File: config.mk
export PLATFORM = sky130hd
export DESIGN_NAME = cla_seq_adder_flat
export DESIGN_NICKNAME = d
export VERILOG_FILES = /design/src/rtl/cla_pkg.sv /design/src/rtl/cla_seq_adder_if.sv /design/src/rtl/cla_chunk.sv /design/src/rtl/cla_seq_adder.sv /design/src/flat_wrapper.sv
export SDC_FILE = /design/constraint.sdc
export NUM_CORES = 1
export LEC_CHECK = 0
export ABC_CLOCK_PERIOD_IN_PS = 5400
export CORE_MARGIN = 2
export CORE_UTILIZATION = 45
export CTS_BUF_LIST = sky130_fd_sc_hd__clkbuf_8
export DETAILED_ROUTE_END_ITERATION = 6
export PLACE_DENSITY = 0.72
export REMOVE_ABC_BUFFERS = 1
export SYNTH_ARGS = -nofsm -noshare
export SYNTH_HDL_FRONTEND = slang
export SYNTH_SLANG_ARGS = --single-unit
File: constraint.sdc
create_clock -name clk -period 5.4 [get_ports clk]
set_clock_uncertainty 0.1 [all_clocks]
set_input_delay 1.08 -clock clk [delete_from_list [all_inputs] [get_ports clk]]
set_output_delay 1.08 -clock clk [all_outputs]
set_load 0.02 [all_outputs]
File: src/rtl/cla_pkg.sv
// rtl/cla_pkg.sv - shared types, constants and sizing helpers for the chunked CLA adder
//   state_e    : IDLE / RUN / DONE
//   num_chunks : number of CHUNK-bit slices in a WIDTH-bit operand
//   cnt_width  : chunk counter width, never narrower than 1 bit
package cla_pkg;

  typedef enum logic [1:0] {
    IDLE = 2'd0,
    RUN  = 2'd1,
    DONE = 2'd2
  } state_e;

  localparam logic ALU_OP_ADD = 1'b0;
  localparam logic ALU_OP_SUB = 1'b1;

  function automatic int num_chunks(input int width, input int chunk);
    return width / chunk;
  endfunction

  function automatic int cnt_width(input int n);
    return (n <= 1) ? 1 : $clog2(n);
  endfunction

endpackage

File: src/rtl/cla_seq_adder_if.sv
// rtl/cla_seq_adder_if.sv - operand/result handshake bundle for cla_seq_adder
//   master : issuing stage (drives in_valid, a, b, cin, op_sub, out_ready)
//   slave  : the adder (drives in_ready, out_valid, sum, cout, overflow)
//   CLA_SEQ_FLAGS_EN adds zero/negative result flags driven by the slave
interface cla_seq_adder_if #(
  parameter int WIDTH = 32
) ();
  logic             in_valid;
  logic             in_ready;
  logic [WIDTH-1:0] a;
  logic [WIDTH-1:0] b;
  logic             cin;
  logic             op_sub;
  logic             out_valid;
  logic             out_ready;
  logic [WIDTH-1:0] sum;
  logic             cout;
  logic             overflow;
`ifdef CLA_SEQ_FLAGS_EN
  logic             zero;
  logic             negative;

  modport master (output in_valid, a, b, cin, op_sub, out_ready,
                  input  in_ready, out_valid, sum, cout, overflow, zero, negative);
  modport slave  (input  in_valid, a, b, cin, op_sub, out_ready,
                  output in_ready, out_valid, sum, cout, overflow, zero, negative);
`else
  modport master (output in_valid, a, b, cin, op_sub, out_ready,
                  input  in_ready, out_valid, sum, cout, overflow);
  modport slave  (input  in_valid, a, b, cin, op_sub, out_ready,
                  output in_ready, out_valid, sum, cout, overflow);
`endif
endinterface

File: src/rtl/cla_chunk.sv
// rtl/cla_chunk.sv - combinational CHUNK-bit carry-lookahead slice
//   a, b     : CHUNK-bit operand slices
//   cin      : carry into bit 0
//   sum      : CHUNK-bit slice sum
//   cout     : carry out of the slice MSB
//   c_msb_in : carry into the slice MSB (signed overflow detection)
module cla_chunk #(
  parameter int CHUNK = 4
) (
  input  logic [CHUNK-1:0] a,
  input  logic [CHUNK-1:0] b,
  input  logic             cin,
  output logic [CHUNK-1:0] sum,
  output logic             cout,
  output logic             c_msb_in
);
  localparam int NG = CHUNK / 4;

  logic [CHUNK-1:0] g;
  logic [CHUNK-1:0] p;
  logic [CHUNK:0]   c;

  assign g = a & b;
  assign p = a ^ b;

  // Carries inside each 4-bit group are fully expanded; groups chain through
  // their group generate/propagate so only NG group carries are serial.
  always_comb begin
    logic gc;
    logic grp_g;
    logic grp_p;
    c  = '0;
    gc = cin;
    for (int j = 0; j < NG; j++) begin
      c[4*j]   = gc;
      c[4*j+1] = g[4*j] | (p[4*j] & gc);
      c[4*j+2] = g[4*j+1] | (p[4*j+1] & g[4*j]) | (p[4*j+1] & p[4*j] & gc);
      c[4*j+3] = g[4*j+2] | (p[4*j+2] & g[4*j+1]) | (p[4*j+2] & p[4*j+1] & g[4*j])
               | (p[4*j+2] & p[4*j+1] & p[4*j] & gc);
      grp_g    = g[4*j+3] | (p[4*j+3] & g[4*j+2]) | (p[4*j+3] & p[4*j+2] & g[4*j+1])
               | (p[4*j+3] & p[4*j+2] & p[4*j+1] & g[4*j]);
      grp_p    = p[4*j+3] & p[4*j+2] & p[4*j+1] & p[4*j];
      gc       = grp_g | (grp_p & gc);
    end
    c[CHUNK] = gc;
  end

  assign sum      = p ^ c[CHUNK-1:0];
  assign cout     = c[CHUNK];
  assign c_msb_in = c[CHUNK-1];

endmodule

File: src/rtl/cla_seq_adder.sv
// rtl/cla_seq_adder.sv - multi-cycle adder/subtractor, CHUNK bits per cycle
//   clk, rst_n : clock, asynchronous active-low reset
//   bus        : slave side of cla_seq_adder_if (operand accept, result hold)
//   CLA_SEQ_FLAGS_EN : also registers zero/negative result flags
module cla_seq_adder
  import cla_pkg::*;
#(
  parameter int WIDTH = 32,
  parameter int CHUNK = 4
) (
  input logic             clk,
  input logic             rst_n,
  cla_seq_adder_if.slave  bus
);
  localparam int N  = num_chunks(WIDTH, CHUNK);
  localparam int CW = cnt_width(N);

  state_e           state_q;
  logic [CW-1:0]    cnt_q;
  logic [WIDTH-1:0] a_q;
  logic [WIDTH-1:0] b_q;
  logic [WIDTH-1:0] sum_q;
  logic             carry_q;
  logic             cout_q;
  logic             ovf_q;
  logic             in_ready_q;
  logic             out_valid_q;

  logic [CHUNK-1:0] slice_sum;
  logic             slice_cout;
  logic             slice_c_msb;
  logic             last_chunk;

`ifdef CLA_SEQ_FLAGS_EN
  logic             nz_acc_q;
  logic             zero_q;
  logic             neg_q;
`endif

  // Operands shift right each RUN cycle so the active chunk is always at bit 0.
  cla_chunk #(.CHUNK(CHUNK)) u_chunk (
    .a        (a_q[CHUNK-1:0]),
    .b        (b_q[CHUNK-1:0]),
    .cin      (carry_q),
    .sum      (slice_sum),
    .cout     (slice_cout),
    .c_msb_in (slice_c_msb)
  );

  assign last_chunk = (cnt_q == CW'(N - 1));

  always_ff @(posedge clk or negedge rst_n) begin
    if (!rst_n) begin
      state_q     <= IDLE;
      cnt_q       <= '0;
      a_q         <= '0;
      b_q         <= '0;
      sum_q       <= '0;
      carry_q     <= 1'b0;
      cout_q      <= 1'b0;
      ovf_q       <= 1'b0;
      in_ready_q  <= 1'b1;
      out_valid_q <= 1'b0;
`ifdef CLA_SEQ_FLAGS_EN
      nz_acc_q    <= 1'b0;
      zero_q      <= 1'b0;
      neg_q       <= 1'b0;
`endif
    end else begin
      case (state_q)
        IDLE: begin
          if (bus.in_valid && in_ready_q) begin
            a_q        <= bus.a;
            // Subtraction is A + ~B + 1; the +1 rides in as the initial carry.
            b_q        <= (bus.op_sub == ALU_OP_SUB) ? ~bus.b : bus.b;
            carry_q    <= (bus.op_sub == ALU_OP_SUB) ? 1'b1 : bus.cin;
            cnt_q      <= '0;
            in_ready_q <= 1'b0;
            state_q    <= RUN;
`ifdef CLA_SEQ_FLAGS_EN
            nz_acc_q   <= 1'b0;
`endif
          end
        end
        RUN: begin
          sum_q[int'(cnt_q)*CHUNK +: CHUNK] <= slice_sum;
          carry_q <= slice_cout;
          a_q     <= a_q >> CHUNK;
          b_q     <= b_q >> CHUNK;
          cnt_q   <= cnt_q + 1'b1;
`ifdef CLA_SEQ_FLAGS_EN
          nz_acc_q <= nz_acc_q | (|slice_sum);
`endif
          if (last_chunk) begin
            cout_q      <= slice_cout;
            ovf_q       <= slice_c_msb ^ slice_cout;
            out_valid_q <= 1'b1;
            state_q     <= DONE;
`ifdef CLA_SEQ_FLAGS_EN
            zero_q      <= ~(nz_acc_q | (|slice_sum));
            neg_q       <= slice_sum[CHUNK-1];
`endif
          end
        end
        DONE: begin
          if (bus.out_ready) begin
            out_valid_q <= 1'b0;
            in_ready_q  <= 1'b1;
            state_q     <= IDLE;
          end
        end
        default: begin
          state_q     <= IDLE;
          in_ready_q  <= 1'b1;
          out_valid_q <= 1'b0;
        end
      endcase
    end
  end

  assign bus.in_ready  = in_ready_q;
  assign bus.out_valid = out_valid_q;
  assign bus.sum       = sum_q;
  assign bus.cout      = cout_q;
  assign bus.overflow  = ovf_q;
`ifdef CLA_SEQ_FLAGS_EN
  assign bus.zero      = zero_q;
  assign bus.negative  = neg_q;
`endif

endmodule

File: src/flat_wrapper.sv
// flat-port wrapper written by rule: the top's interface ports become plain ports
module cla_seq_adder_flat import cla_pkg::*;
#(
  parameter int WIDTH = 32,
  parameter int CHUNK = 4
)
  (clk, rst_n, bus_in_valid, bus_a, bus_b, bus_cin, bus_op_sub, bus_out_ready, bus_in_ready, bus_out_valid, bus_sum, bus_cout, bus_overflow);
  cla_seq_adder_if #(.WIDTH(WIDTH)) bus_i ();
  input logic clk;
  input logic rst_n;
  input wire logic [$bits(bus_i.in_valid)-1:0] bus_in_valid;
  input wire logic [$bits(bus_i.a)-1:0] bus_a;
  input wire logic [$bits(bus_i.b)-1:0] bus_b;
  input wire logic [$bits(bus_i.cin)-1:0] bus_cin;
  input wire logic [$bits(bus_i.op_sub)-1:0] bus_op_sub;
  input wire logic [$bits(bus_i.out_ready)-1:0] bus_out_ready;
  output wire logic [$bits(bus_i.in_ready)-1:0] bus_in_ready;
  output wire logic [$bits(bus_i.out_valid)-1:0] bus_out_valid;
  output wire logic [$bits(bus_i.sum)-1:0] bus_sum;
  output wire logic [$bits(bus_i.cout)-1:0] bus_cout;
  output wire logic [$bits(bus_i.overflow)-1:0] bus_overflow;
  assign bus_i.in_valid = bus_in_valid;
  assign bus_i.a = bus_a;
  assign bus_i.b = bus_b;
  assign bus_i.cin = bus_cin;
  assign bus_i.op_sub = bus_op_sub;
  assign bus_i.out_ready = bus_out_ready;
  assign bus_in_ready = bus_i.in_ready;
  assign bus_out_valid = bus_i.out_valid;
  assign bus_sum = bus_i.sum;
  assign bus_cout = bus_i.cout;
  assign bus_overflow = bus_i.overflow;
  cla_seq_adder #(.WIDTH(WIDTH), .CHUNK(CHUNK)) u_core (.clk(clk), .rst_n(rst_n), .bus(bus_i));
endmodule
==> flow_summary.toml, run 1 <==
[hold_path]
hold_class = "register to register"
hold-path-endpoint = "u_core.b_q[8]$_DFFE_PN0P_"
timing.hold.worst.start = "u_core.b_q[8]$_DFFE_PN0P_"
instance_count_along_the_most_critical_hold_path = 2

[synthesis]
synth_fa_ha_area_share_pct = 2.461
synth_top_family_by_area = "compound AO/OA/AOI/OAI gates"
synth_cell_types = 43
commonest_cells_post_synth = "105 x dfrtp_1, 74 x nor2_1, 45 x nand2_1"
synth.top_cell.area_share_pct = 53.83
post_synth_xor_area_fraction_pct = 6.101
ys_top_cells_by_area = "dfrtp_1 54%, mux2_2 6.9%, nor2_1 5.7%, nand2_1 3.5%, xnor2_1 3.4%"
post_synth.cell_area_avg_um2 = 10.32
synth-edff-count = 0
synthArstFlopShare_pct = 100.0
yosysMostFrequentCell = "dfrtp_1"
post_synth_instance_area_um2 = 4881
yosysTopAreaCell = "dfrtp_1"
synth-compound-area-share_pct = 13.18
seq_area_frac_synth_pct = 54.37
yosys-mux-area-fraction_pct = 7.126
yosys_register_bits = 106
postSynthCellCount = 473
yosys_warnings = 0
most_instantiated_flip_flop_cell_in_the_synthesis_netlist = "dfrtp_1"
simple_gate_share_of_the_synthesized_area_pct = 12.51

[clock_network]
clockBufferDepth = 2
cts-hold-fix-buffers = 0
post_cts.repair.setup_buffers = 0
cts_tree = "built"
clock_latency_ns = 0.36
cts_resized = 0
number_of_sinks_on_the_clock_net = 106
clk_pin_slew_worst_paths_ns = 0.10
cts-root-buf = "clkbuf_8"
cts_made_buffers = 9
htree_levels = 3

[global_routing]
globalRoute.totalOverflow = 0
groute.usage.overall_pct = 18.74
antenna_violations_before_repair = 0
grt_start_max_net_pins = 63
grt_first_pass_wirelength_um = 17370
vias_in_the_first_global_route = 3649

[worst_setup_path]
standard_cell_with_the_maximum_stage_delay_on_the_critical_path = "nand3b_1"
crit_chain = "clkdlybuf4s50_1 > nor2b_1 > nand3b_1 > o21ai_0"
critPathRequiredTime_ns = 5.56
r2r_cells = 4
crit_fanout = 23
reg2reg_from = "u_core.state_q[0]$_DFFE_PN0P_"
worst_path_largest_cell_delay_ns = 0.75
cp.arrival_ns = 2.99
regToRegSetupSlack_ns = 2.74
criticalPathCategory = "primary input to register"
critical_path_buf_inv_count = 1
end_kind = "register"
critPathLaunchType = "primary input"
regToRegEndpoint = "u_core.bus.sum[23]$_DFFE_PN0P_"
timing.critical_path.max_delay_family = "simple AND/OR/NAND/NOR gates"

[drt]
drt.antenna.violating_nets = 0
drt-vias-per-instance = 5.327
drc = 0
detailedRoute.firstIterationViolations = 214
final_wl_um = 10420
detail_route.wl_per_cell_um = 14.75
firstDrtPassIters = 6
route.vias.total = 3761

[placed_design]
dpl-instance-area_um2 = 5989
post-dp-hpwl_um = 7237
routability_congestion_estimate = 0.8323
dpl_worst_slack_ns = 2.166
placement.io_buffers = 105
dpl.cell_count = 690

[finish]
insertedDiodeCount = 0
final_layout_size_suffix_gt1_share_pct = 10.78
area_delta_synth_final_pct = 27.07
finish.net_count = 640
final_core_util_pct = 57.98
final_area_um2 = 6202
final_cells = 706

[sta]
slew_headroom_pct = 30.75
timing.final.setup_violations = 0
fin_worst_hold_slack_ns = 0.3905
postLayoutSetupSlackWorst_ns = 2.566
hold_violations = 0
max_freq_mhz = 352.9
grt_setup_unrepaired = "no"
share_of_the_clock_period_used_by_the_worst_path_after_layout_pct = 52.48
setup-tns-final_ns = 0
min_period_ns = 2.834
drv_slew = 0
actual_transition_at_the_worst_max_transition_pin_ns = 1.036

[pwr]
clock_power_share_pct = 15.2
switching_power_as_a_share_of_total_power_pct = 40.22
pwr-share-seq_pct = 38.9
power.density_nw_per_um2 = 542.5
ir_worst_vdd_v = 0.0002769
cell_internal_pwr_mw = 2.011
p_leak_nw = 2.720
power.share.combinational_pct = 45.9
switching_component_of_the_power_mw = 1.353
p_total_mw = 3.365

[floorplanning]
dieHeight_um = 108.1
core_um2 = 10700
start_util_pct = 45.63
die_x_um = 108.1
die_footprint_um2 = 11700
ioPinCount = 106
placement_rows = 38

[outcome]
status = "complete, no violations"

[flow_run]
cap_violations = 0
[registers in the layout, indices dropped and copies added, names as in the netlist]
name,cells
u_core.a_q,32
u_core.b_q,32
u_core.bus.cout,1
u_core.bus.in_ready,1
u_core.bus.out_valid,1
u_core.bus.overflow,1
u_core.bus.sum,32
u_core.carry_q,1
u_core.cnt_q,3
u_core.state_q,2
[worst register-to-register path: cells and delay by family (launching register included)]
kind,cells,cell delay [ns]
multiplexers,1,0.29
AND/OR/NAND/NOR,3,1.59
flip-flops,1,0.56
[area by class of cell]
| cell class | count | area, um^2 |
|---|---|---|
| Timing Repair Buffer | 107 | 1059 |
| Multi-Input combinational cell | 316 | 2023 |
| Fill cell | 931 | 4496 |
| Inverter | 21 | 78.83 |
| Clock buffer | 10 | 137.6 |
| Clock inverter | 6 | 75.07 |
| Sequential cell | 106 | 2654 |
| Tap cell | 140 | 175.2 |
[routing by layer]
layer	wire (um)	share of wire, %	track usage, %
met1	4589	44	25.09
met2	5022	48	30.55
met3	687	6.6	4.400
met4	119	1.1	5.586
met5	0	0	0
[cells in the final DEF, fill, tap and decap left out, types with 2 or more instances in the layout]
master and instances:
a222oi_1 14, a22o_1 4, inv_1 21, dfrtp_1 105, clkdlybuf4s50_1 103, a31oi_1 9
o21ai_0 27, buf_4 3, xor2_1 15, clkbuf_8 10, nand2_1 45, ha_1 8
nand3_1 2, nand2b_1 2, clkinv_4 3, o22ai_1 20, nor2b_1 2, nor2_1 73
or2_2 4, nand4_1 3, a21oi_1 19, mux2_2 30, xnor2_1 19
[power by group through the flow]
stage               logic, mW  clock network (mW)  registers [mW]
global route             1.73               0.560            1.35
detailed placement       1.56                   0            1.33
floorplan               0.850                   0            1.42
global placement         1.50                   0            1.31
finish                   1.54               0.511            1.31
CTS                      1.56               0.521            1.31
[worst max-delay path by stage]
stage / startpoint / to / slack (ns) / cells after the start
CTS: bus_in_valid / u_core.a_q[2]$_DFFE_PN0P_ / 2.56 / 5
floorplan: bus_in_valid / u_core.a_q[19]$_DFFE_PN0P_ / 2.59 / 3
detailed placement: bus_in_valid / u_core.a_q[2]$_DFFE_PN0P_ / 2.17 / 5
global placement: bus_in_valid / u_core.a_q[10]$_DFFE_PN0P_ / 2.30 / 5
global route: bus_in_valid / u_core.a_q[2]$_DFFE_PN0P_ / 2.39 / 5
finish: bus_in_valid / u_core.b_q[30]$_DFFE_PN0P_ / 2.57 / 4
[logic make-up after synthesis]
family          count (synthesis)
fa+ha+maj                       9
flops                         106
mux                            31
buf+inv                        51
xor+xnor                       34
simple gates                  142
compound gates                100
Note: power is estimated with default switching activity, not from simulation.
==> inputs of run 2 (changes only) <==
--- a/config.mk
+++ b/config.mk
@@ -5,7 +5,7 @@
 export SDC_FILE = /design/constraint.sdc
 export NUM_CORES = 1
 export LEC_CHECK = 0
-export ABC_CLOCK_PERIOD_IN_PS = 5400
+export ABC_CLOCK_PERIOD_IN_PS = 2700
 export CORE_MARGIN = 2
 export CORE_UTILIZATION = 45
 export CTS_BUF_LIST = sky130_fd_sc_hd__clkbuf_8
==> constraint.sdc (replaced) <==
create_clock -name clk -period 2.7 [get_ports clk]
set_clock_uncertainty 0.1 [all_clocks]
set_input_delay 0.54 -clock clk [delete_from_list [all_inputs] [get_ports clk]]
set_output_delay 0.54 -clock clk [all_outputs]
set_load 0.02 [all_outputs]
==> flow_summary.toml, run 2 (synthesis gave the netlist of run 1 again) <==
[sta]
timing.final.setup_violations = 0
slew_headroom_pct = 52.13
drv_slew = 0
hold_violations = 0
fin_worst_hold_slack_ns = 0.03490
setup-tns-final_ns = 0
min_period_ns = 2.357
share_of_the_clock_period_used_by_the_worst_path_after_layout_pct = 87.29
actual_transition_at_the_worst_max_transition_pin_ns = 0.7180
postLayoutSetupSlackWorst_ns = 0.3432
grt_setup_unrepaired = "no"
max_freq_mhz = 424.3

[drt]
drt-vias-per-instance = 5.241
firstDrtPassIters = 5
detail_route.wl_per_cell_um = 14.88
final_wl_um = 10610
drt.antenna.violating_nets = 0
drc = 0
detailedRoute.firstIterationViolations = 184
route.vias.total = 3737

[clock_network]
clock_latency_ns = 0.35
clk_pin_slew_worst_paths_ns = 0.10
cts-hold-fix-buffers = 0
number_of_sinks_on_the_clock_net = 106
cts_made_buffers = 9
cts_resized = 0
cts-root-buf = "clkbuf_8"
post_cts.repair.setup_buffers = 0
clockBufferDepth = 2
htree_levels = 3
cts_tree = "built"

[placed_design]
routability_congestion_estimate = 0.8412
dpl.cell_count = 698
placement.io_buffers = 105
dpl_worst_slack_ns = 0.2503
post-dp-hpwl_um = 7513

[floorplanning]
placement_rows = 38
core_um2 = 10700
start_util_pct = 45.63
dieHeight_um = 108.1
die_footprint_um2 = 11700
ioPinCount = 106
die_x_um = 108.1

[pwr]
power.density_nw_per_um2 = 1076
p_leak_nw = 2.761
ir_worst_vdd_v = 0.0006878

[worst_setup_path]
critPathRequiredTime_ns = 2.84
worst_path_largest_cell_delay_ns = 0.46
crit_chain = "inv_1 > ha_1 > ha_1 > inv_1 > or2_2 > nor3_2 > mux2_2"
cp.arrival_ns = 2.50
critPathLaunchType = "register"
timing.critical_path.max_delay_family = "simple AND/OR/NAND/NOR gates"
standard_cell_with_the_maximum_stage_delay_on_the_critical_path = "dfrtp_1"
criticalPathCategory = "register to register"
end_kind = "register"
crit_fanout = 6
critical_path_buf_inv_count = 2

[hold_path]
hold_class = "primary input to asynchronous set/reset pin"

[finish]
finish.net_count = 648
final_core_util_pct = 58.46
final_layout_size_suffix_gt1_share_pct = 11.87
most_common_library_cell_in_the_layout_ignoring_fill_and_taps = "dfrtp_1"
mostFrequentLayoutCells = "105 x dfrtp_1, 103 x clkdlybuf4s50_1, 73 x nor2_1"
area_delta_synth_final_pct = 28.12
final_cells = 713
insertedDiodeCount = 0

[global_routing]
antenna_violations_before_repair = 0
groute.usage.overall_pct = 19.04
grt_start_max_net_pins = 55
vias_in_the_first_global_route = 3796
globalRoute.totalOverflow = 0
grt_first_pass_wirelength_um = 17600

[flow_run]
cap_violations = 0

[outcome]
status = "complete, no violations"
run 2: routing by layer:
metal / GRT usage [%] / up-vias / wire length (um)
li1: - / 1812 / -
met1: 25.73 / 1823 / 4818
met2: 31.45 / 94 / 5230
met3: 3.436 / 8 / 475
met4: 5.769 / 0 / 89
met5: 0 / - / 0
run 2: power breakdown:
part	switching, mW	internal (mW)	leakage (nW)
clock network	0.516	0.449	0.102
registers	0.390	2.23	1.31
logic	1.76	1.38	1.35
run 2: path summary, 6_finish.rpt:
path	start	endpoint	slack, ns	cells after the start
max	u_core.cnt_q[0]$_DFFE_PN0P_	u_core.bus.sum[15]$_DFFE_PN0P_	0.34	7
min	rst_n	u_core.b_q[22]$_DFFE_PN0P_	0.03	1
max reg2reg	u_core.cnt_q[0]$_DFFE_PN0P_	u_core.bus.sum[15]$_DFFE_PN0P_	0.34	7
min reg2reg	u_core.b_q[20]$_DFFE_PN0P_	u_core.b_q[20]$_DFFE_PN0P_	0.39	2
max in group asynchronous	rst_n	u_core.a_q[4]$_DFFE_PN0P_	1.82	2
min in group clk	u_core.b_q[20]$_DFFE_PN0P_	u_core.b_q[20]$_DFFE_PN0P_	0.39	2
run 2: worst register-to-register path, delay by kind of cell, from the launching register on:
kind	cells	cell delay (ns)
multiplexers	1	0.38
flip-flops	1	0.46
adder cells (fa/ha/maj)	2	0.54
buffers and inverters	2	0.18
AND/OR/NAND/NOR	2	0.59
run 2: layout make-up:
cell class / instances / area [um^2]
inverters: 21 / 78.83
repair buffers: 115 / 1131
well taps: 140 / 175.2
flip-flops and latches: 106 / 2654
clock inverters: 5 / 53.80
multi-input cells: 316 / 2023
clock buffers: 10 / 137.6
fillers: 940 / 4444
run 2: stage by stage:
stage,area [um^2],total power [mW]
2_1_floorplan,4752,4.539
3_3_place_gp,6062,5.682
3_5_place_dp,6062,5.826
4_1_cts,6254,6.788
5_1_grt,6254,7.244
6_report,6254,6.727
